--- config.mk ---
export PLATFORM = sky130hd
export DESIGN_NAME = ternary_neuron_seq
export DESIGN_NICKNAME = d
export VERILOG_FILES = /design/src/rtl/ternary_neuron_seq.sv
export SDC_FILE = /design/constraint.sdc
export NUM_CORES = 1
export LEC_CHECK = 0
export ABC_AREA = 0
export CAP_MARGIN = 20
export CELL_PAD_IN_SITES_DETAIL_PLACEMENT = 1
export CELL_PAD_IN_SITES_GLOBAL_PLACEMENT = 1
export CORE_MARGIN = 2
export CORE_UTILIZATION = 47
export DETAILED_ROUTE_END_ITERATION = 10
export PLACE_DENSITY = 0.84
export SYNTH_ARGS = -nofsm -noshare
export SYNTH_HDL_FRONTEND = slang
export SYNTH_SLANG_ARGS = --single-unit
--- constraint.sdc ---
create_clock -name clk -period 9.7 [get_ports clk]
set_input_delay 1.94 -clock clk [delete_from_list [all_inputs] [get_ports clk]]
set_output_delay 1.94 -clock clk [all_outputs]
set_load 0.02 [all_outputs]
--- src/rtl/ternary_neuron_seq.sv ---
// ---------------------------------------------------------------------------
// ternary_neuron_seq
//
// Controller for one ternary neuron. It takes a CHUNKS x 24-bit activation
// vector one chunk at a time. For every chunk it runs a shared external
// popcount unit twice: first over the positive-weight mask, then over the
// negative-weight mask. The signed difference goes into a saturating
// accumulator. After the last chunk, the sum is compared against two
// thresholds to give a ternary activation. The popcount lives outside this
// block, so an exact or an approximate popcount can be plugged in without
// changing the controller.
//
// Ports
//   clk, rst            rising-edge clock, asynchronous active-high reset
//   cfg_we, cfg_addr    write strobe and chunk index for a weight-mask write
//   cfg_wpos, cfg_wneg  positive / negative weight masks for that chunk
//   cfg_thr_we          threshold write strobe
//   cfg_thr_hi/lo       signed upper / lower thresholds
//   cfg_busy            a vector is in progress or a result is pending
//   s_valid/s_ready     activation chunk handshake, s_data = chunk
//   pc_in / pc_out      operand to, and same-cycle result from, the popcount
//   m_valid/m_ready     result handshake
//   m_sum               signed sum(pos) - sum(neg)
//   m_act               01 = +1, 00 = 0, 11 = -1
// ---------------------------------------------------------------------------
module ternary_neuron_seq #(
    parameter int  CHUNKS = 4,
    parameter int  PC_W   = 5,
    parameter int  ACC_W  = 8,
    localparam int IDX_W  = (CHUNKS > 1) ? $clog2(CHUNKS) : 1
) (
    input  logic             clk,
    input  logic             rst,
    input  logic             cfg_we,
    input  logic [IDX_W-1:0] cfg_addr,
    input  logic [23:0]      cfg_wpos,
    input  logic [23:0]      cfg_wneg,
    input  logic             cfg_thr_we,
    input  logic [ACC_W-1:0] cfg_thr_hi,
    input  logic [ACC_W-1:0] cfg_thr_lo,
    output logic             cfg_busy,
    input  logic             s_valid,
    output logic             s_ready,
    input  logic [23:0]      s_data,
    output logic [23:0]      pc_in,
    input  logic [PC_W-1:0]  pc_out,
    output logic             m_valid,
    input  logic             m_ready,
    output logic [ACC_W-1:0] m_sum,
    output logic [1:0]       m_act
);

    typedef enum logic [1:0] {IDLE, POS, NEG, OUT} state_t;

    // The arithmetic width is wide enough that one add or subtract can never
    // wrap before the clamp.
    localparam int EXT_W = ACC_W + PC_W + 1;
    localparam logic signed [EXT_W-1:0] SAT_MAX = {{(EXT_W-ACC_W+1){1'b0}}, {(ACC_W-1){1'b1}}};
    localparam logic signed [EXT_W-1:0] SAT_MIN = {{(EXT_W-ACC_W+1){1'b1}}, {(ACC_W-1){1'b0}}};
    localparam logic signed [ACC_W-1:0] ACC_MAX = {1'b0, {(ACC_W-1){1'b1}}};
    localparam logic signed [ACC_W-1:0] ACC_MIN = {1'b1, {(ACC_W-1){1'b0}}};
    localparam logic [IDX_W-1:0]        LAST_IDX = IDX_W'(CHUNKS - 1);

    state_t                  state_q, state_d;
    logic [IDX_W-1:0]        idx_q, idx_d;
    logic signed [ACC_W-1:0] acc_q, acc_d;
    logic signed [ACC_W-1:0] sum_q, sum_d;
    logic [1:0]              act_q, act_d;
    logic [23:0]             xr_q, xr_d;
    logic [23:0]             wpos_q [CHUNKS];
    logic [23:0]             wneg_q [CHUNKS];
    logic signed [ACC_W-1:0] thrHi_q, thrLo_q;

    logic                    busy;
    logic                    addrOk;
    logic                    lastChunk;
    logic                    sReady;
    logic                    mValid;
    logic [23:0]             pcOperand;
    logic signed [EXT_W-1:0] accExt, pcExt, sumExt;
    logic signed [ACC_W-1:0] accSat;

    // A partially accumulated vector counts as busy even while the FSM waits
    // in IDLE for the next chunk. This stops a weight write in the middle of
    // a vector.
    assign busy      = (state_q != IDLE) || (idx_q != '0);
    assign addrOk    = (int'(cfg_addr) < CHUNKS);
    assign lastChunk = (idx_q == LAST_IDX);

    // Configuration storage. Writes are dropped while busy. A write in the
    // same cycle that the first chunk is accepted still takes effect,
    // because the masks are read only in POS and NEG.
    always_ff @(posedge clk or posedge rst) begin
        if (rst) begin
            for (int i = 0; i < CHUNKS; i++) begin
                wpos_q[i] <= '0;
                wneg_q[i] <= '0;
            end
            thrHi_q <= '0;
            thrLo_q <= '0;
        end else begin
            if (cfg_we && !busy && addrOk) begin
                wpos_q[cfg_addr] <= cfg_wpos;
                wneg_q[cfg_addr] <= cfg_wneg;
            end
            if (cfg_thr_we && !busy) begin
                thrHi_q <= $signed(cfg_thr_hi);
                thrLo_q <= $signed(cfg_thr_lo);
            end
        end
    end

    // Popcount operand. This sits apart from the next-state logic, so the
    // external pc_in -> pc_out path does not fold back into one process.
    always_comb begin
        pcOperand = '0;
        case (state_q)
            POS:     pcOperand = xr_q & wpos_q[idx_q];
            NEG:     pcOperand = xr_q & wneg_q[idx_q];
            default: pcOperand = '0;
        endcase
    end

    // Saturating accumulate. pc_out is treated as unsigned and is subtracted
    // during the NEG phase.
    always_comb begin
        accExt = {{(EXT_W-ACC_W){acc_q[ACC_W-1]}}, acc_q};
        pcExt  = {{(EXT_W-PC_W){1'b0}}, pc_out};
        sumExt = (state_q == NEG) ? (accExt - pcExt) : (accExt + pcExt);
        if (sumExt > SAT_MAX) begin
            accSat = ACC_MAX;
        end else if (sumExt < SAT_MIN) begin
            accSat = ACC_MIN;
        end else begin
            accSat = sumExt[ACC_W-1:0];
        end
    end

    // Next-state and handshake logic. In NEG, a new chunk can be taken
    // directly so back-to-back chunks cost two cycles each. If no chunk is
    // offered, the FSM parks in IDLE with idx and acc held.
    always_comb begin
        state_d = state_q;
        idx_d   = idx_q;
        acc_d   = acc_q;
        xr_d    = xr_q;
        sum_d   = sum_q;
        act_d   = act_q;
        sReady  = 1'b0;
        mValid  = 1'b0;
        case (state_q)
            IDLE: begin
                sReady = 1'b1;
                if (s_valid) begin
                    xr_d    = s_data;
                    state_d = POS;
                end
            end
            POS: begin
                acc_d   = accSat;
                state_d = NEG;
            end
            NEG: begin
                acc_d = accSat;
                if (lastChunk) begin
                    sum_d = accSat;
                    // The upper threshold is tested first, so +1 wins when
                    // the two thresholds overlap.
                    if (accSat >= thrHi_q) begin
                        act_d = 2'b01;
                    end else if (accSat <= thrLo_q) begin
                        act_d = 2'b11;
                    end else begin
                        act_d = 2'b00;
                    end
                    state_d = OUT;
                end else begin
                    idx_d  = idx_q + 1'b1;
                    sReady = 1'b1;
                    if (s_valid) begin
                        xr_d    = s_data;
                        state_d = POS;
                    end else begin
                        state_d = IDLE;
                    end
                end
            end
            OUT: begin
                mValid = 1'b1;
                if (m_ready) begin
                    acc_d   = '0;
                    idx_d   = '0;
                    state_d = IDLE;
                end
            end
            default: state_d = IDLE;
        endcase
    end

    // State register. The result registers only change on the NEG->OUT
    // transition, so m_sum and m_act stay stable while m_valid is high.
    always_ff @(posedge clk or posedge rst) begin
        if (rst) begin
            state_q <= IDLE;
            idx_q   <= '0;
            acc_q   <= '0;
            xr_q    <= '0;
            sum_q   <= '0;
            act_q   <= 2'b00;
        end else begin
            state_q <= state_d;
            idx_q   <= idx_d;
            acc_q   <= acc_d;
            xr_q    <= xr_d;
            sum_q   <= sum_d;
            act_q   <= act_d;
        end
    end

    assign cfg_busy = busy;
    assign s_ready  = sReady;
    assign m_valid  = mValid;
    assign pc_in    = pcOperand;
    assign m_sum    = sum_q;
    assign m_act    = act_q;

endmodule

* After elaboration in Yosys (flattened, before gate mapping)
Index checks and enable logic that the tools add are counted.
** Operators by class
- Add/subtract/negate cells :: 3
- $lt $le $gt $ge :: 7
- Equal/unequal tests :: 7
- Muxes and demuxes :: 31
- Bitwise logic cells :: 4
- Reductions and logical operators :: 17
** Operators with widths (number)
- bitwise mux 96 bit :: 2
- two-way mux 24 bit :: 7
- binary-select mux 24 bit (select 2 bit) :: 2
- one-hot mux 24 bit (2 select lines) :: 2
- AND 24 bit :: 2
- demux 24 bit (select 2 bit) :: 1
- two-way mux 8 bit :: 3
- one-hot mux 8 bit (2 select lines) :: 1
- > comparator 14 x 8 -> 1 bit (second input constant) :: 1
- < comparator 14 x 8 -> 1 bit (second input constant) :: 1
- two-way mux 14 bit :: 1
- two-way mux 2 bit :: 6
- nonzero test 2 bit :: 5
- adder 8 x 6 -> 9 bit :: 1
- subtractor 8 x 6 -> 9 bit :: 1
- >= comparator 8 bit :: 1
- less-or-equal comparator 8 bit :: 1
- one-hot mux 2 bit (4 select lines) :: 1
- AND reduction 2 bit :: 4
- == test 2 bit (second input constant) :: 3
- >= comparator 3 bit (second input constant) :: 2
- != test 2 bit (second input constant) :: 3
- NOT 2 -> 3 bit :: 2
- one-hot mux 2 bit (2 select lines) :: 1
- other kinds (11) :: 15
** Storage, ports and cells
- Bits in registers :: 254
- Input bits :: 101

* Depth between registers and ports, before layout
- Word-level depth :: 8
- Gate-level depth with buffers :: 21

* Worst setup path before layout
No wires, ideal clock.
- Path kind :: input port to flip-flop
- From :: input port pc_out[0]
- To :: register act_q[0], in the netlist m_act[0]
- Library setup time :: 126 ps
- Arrival :: 5494 ps
- Data required time :: 9574 ps
- Slack :: 4080 ps
- Stages :: 19
- Path through :: inv_1 > ha_1 > nor3b_1 > ha_1 > mux2i_1 > ha_1 > nand3_1 > a211oi_1 > or4_1 > a32o_2 > inv_1 > maj3_1 > ha_1 > nand2b_1 > a21o_1 > a21o_1 > a21oi_1 > o21ai_0 > o32a_1
** Between the ends
- Word-level cells in the longest chain between the ends :: 8
** Ends and longest elaborated chain
- start: declaration :: RTL line 46 : input logic [PC_W-1:0] pc_out,
- adder 8 x 6 -> 9 bit or subtractor 8 x 6 -> 9 bit (tied branches) :: RTL line 129 : sumExt = (state_q == NEG) ? (accExt - pcExt) : (accExt + pcExt);
- two-way mux 14 bit * :: RTL line 129
- < comparator 14 x 8 -> 1 bit :: RTL line 132 : end else if (sumExt < SAT_MIN) begin
- two-way mux 8 bit :: RTL line 132
- two-way mux 8 bit * :: RTL line 130 : if (sumExt > SAT_MAX) begin
- named net accSat[7] :: RTL line 81 : logic signed [ACC_W-1:0] accSat;
- less-or-equal comparator 8 bit :: RTL line 171 : end else if (accSat <= thrLo_q) begin
- two-way mux 2 bit :: RTL line 171
- two-way mux 2 bit * :: RTL line 169 : if (accSat >= thrHi_q) begin
- end signal: assignment :: RTL line 216 : act_q <= act_d;
- end: declaration :: RTL line 68 : logic [1:0] act_q, act_d;
The timed path passes the listed nets; every way through them passes the cells marked *.
A chain may end at the register's enable or synchronous reset.

* Worst setup path in the final report
Same ends and word-level chain as after synthesis.

==> flow_summary.toml <==
[synth]
synth_edf_count = 0
syn-instance-count = 861
synth_cell_types = 44
synth_compound_area_share_pct = 3.28
synth_top_family_by_area = "multiplexers"
synth.net_count = 994
synth-simple-area-share_pct = 4.09
ys_top_cells_by_area = "dfrtp_1 (53%), mux2_2 (22%), mux4_2 (8.9%), ha_1 (3.2%), mux2i_1 (2.1%)"
synthFlopType = "dfrtp_1"
synthAdderAreaFrac_pct = 3.98
synth_xor_area_share_pct = 0.434
synthMuxAreaShare_pct = 33.1
netlist_top_cells_count = "dfrtp_1 (254), mux2_2 (237), mux4_2 (48)"
yosys_register_bits = 254
avgSynthCellArea_um2 = 14.1
async_flop_share_pct = 100
synth_most_common_cell = "dfrtp_1"
netlist_area_mm2 = 0.0121
yosys.area.top_type = "dfrtp_1"
yosysSeqAreaShare_pct = 52.5
ys_warn_count = 0
netlist.area_leader.share_pct = 52.5

[clock_tree]
cts_sinks = 254
numCtsBuffers = 29
clk_latency_ns = 0.55
clk_path_buf_depth = 3
cts_setup_buffers = 0
clk_pin_slew_ns = 0.06
cts_tree = "done"
hold_buffers = 0
post_cts_resized = 0
cts_root_buffer = "clkbuf_16"
h-tree-depth = 1

[die]
ios = 138
die_h_um = 164
fp.dieW_um = 164
die_area_mm2 = 0.0271
core_mm2 = 0.0253
start_util_pct = 47.9
placementRows = 58

[placed_design]
dp_hpwl_um = 19600
place_congestion = 0.878
dp_cells = 1294
io_buffers = 137

[detailed_routing]
drt_iter0_drc = 302
num_vias = 7603
drcViolationCount = 0
firstDrtPassIters = 4
drt_wl_total_um = 29800
drtAntennaViolNets = 0
vias_per_cell = 5.65
wl_per_cell_um = 22.1

[final_layout]
final_layout_size_suffix_gt1_share_pct = 35.1
num-nets-final = 1130
layout.cells.non_filler = 1345
areaGrowthSynthToFinish_pct = 22.0

[timing]
report.final.slew_viol_count = 0
min_period_over_period_pct = 62.3
period_needed_ns = 6.04
slew_headroom_pct = 36.5
tightest_slew_ns = 0.952
whs_ns = 0.500
hold_violations = 0
setup_violations = 0
tns_ns = 0
clock.fmax_mhz = 165
rsz0062_at_grt = "no"
skew_ns = 0.00807

[critical_path]
arrival_ns = 6.47
critPathKind = "in2reg"
crit_fanout = 6
crit_path_end_kind = "flip-flop"
cp-start-kind = "primary input"
cp_data_required_time_ns = 10.13

[run_status]
status = "completed"

[grt]
overflow = 0
grtUsageTotal_pct = 22.7
grt_max_degree = 112
antenna_found_initial = 4
grt_pass1_vias = 8578
grt_pass1_wl_um = 47400

[power]
peakVddDrop_uv = 234
power_density_mw_per_mm2 = 376
power_leakage_nw = 6.33

[worst_hold_path]
hold_class = "reg2reg"

[flow_run]
maxCapViolCount = 0
==> final timing paths <==
kind | to | from | cells past startpoint | slack [ns]
min in group asynchronous | wpos_q[41]$_DFFE_PP0P_ | rst | 2 | 1.90
worst min-delay path | wpos_q[57]$_DFFE_PP0P_ | wpos_q[57]$_DFFE_PP0P_ | 1 | 0.50
worst max-delay path | m_act[0]$_DFFE_PP0P_ | pc_out[0] | 18 | 3.66
max in group asynchronous | wpos_q[55]$_DFFE_PP0P_ | rst | 3 | 6.25
worst min register to register | wpos_q[57]$_DFFE_PP0P_ | wpos_q[57]$_DFFE_PP0P_ | 1 | 0.50
worst max register to register | m_act[0]$_DFFE_PP0P_ | state_q[0]$_DFFE_PP0P_ | 16 | 4.87
==> per-stage QoR <==
step / utilization [%] / cell area [µm²] / total power (W) / setup WS, ns
after floorplan: - / 12100 / 0.00370 / 0.775
after global placement: 54.8 / 13800 / 0.00437 / 3.29
after detailed placement: 54.8 / 13800 / 0.00453 / 3.10
after CTS: 58.3 / 14700 / 0.00560 / 3.68
after global routing: 58.4 / 14800 / 0.00594 / 3.36
final: 58.5 / 14800 / 0.00556 / 3.66
==> report_power, final <==
group          switching [W]  total, W  leakage (nW)  internal [W]
clock               0.000424   0.00102         0.432      0.000593
combinational        0.00127   0.00265          2.81       0.00138
sequential          0.000303   0.00189          3.08       0.00159
total                0.00200   0.00556          6.33       0.00356
==> routing by layer <==
metal  vias to the layer above  global-route usage, %  part of all wire, %
met1                      3996                   29.9                   43
met5                         -                      0                0.054
li1                       3402                      -                    -
met2                       163                   39.3                   50
met4                         2                   4.78                  1.6
met3                        40                   4.29                  5.3
==> logic make-up (layout without fill, tap and decap cells) <==
logic type               count (synthesis)  in the layout
multiplexers                           311            311
XOR/XNOR                                 6              6
flip-flops                             254            254
adder cells (fa/ha/maj)                 39             39
AO/OA/AOI/OAI                           60             60
buffers and inverters                   80            232
other                                    0              2
AND/OR/NAND/NOR                        111            111
==> sequential cells by signal, indices dropped and copies added (netlist names), 8 cells and up <==
name and count:
thrLo_q 8, xr_q 24, thrHi_q 8, wpos_q 96, acc_q 8, wneg_q 96, m_sum 8
==> cells in the final DEF (no fill, tap or decap), drive strengths merged, types with 4 or more instances in the layout <==
master | synthesis | routed
dfrtp | 254 | 254
mux2 | 237 | 237
clkdlybuf4s50 | 0 | 137
mux4 | 48 | 48
clkbuf | 30 | 43
nand2 | 41 | 41
nor2 | 40 | 40
inv | 35 | 37
ha | 31 | 31
mux2i | 26 | 26
o21ai | 19 | 19
buf | 15 | 13
a21oi | 11 | 11
maj3 | 7 | 7
nor2b | 6 | 6
a22o | 6 | 6
o21a | 5 | 5
nand3 | 5 | 5
nor3 | 4 | 4
==> cell type report <==
type                       instances  area (µm²)
fill                            2445       10500
tap                              330         413
clock inverter                     4        38.8
timing repair buffer             150        1500
antenna                            2        5.00
inverter                          35         139
multi-input combinational        527        5470
sequential                       254        6360
clock buffer                      43         838
==> critical path, stage by stage <==
cell and delay (ns):
clkdlybuf4s50_1 0.51, inv_1 0.10, ha_1 0.29, mux2_2 0.29, fa_1 0.42, nand2b_1 0.20, a211oi_1 0.35, or4_1 0.17
a32o_2 0.21, inv_1 0.14, maj3_1 0.44, ha_1 0.29, nand2b_1 0.14, a21o_1 0.18, a21o_1 0.17, a21oi_1 0.12
o21ai_0 0.13, o32a_1 0.36
No activity file was read; power rests on OpenSTA's default activity.
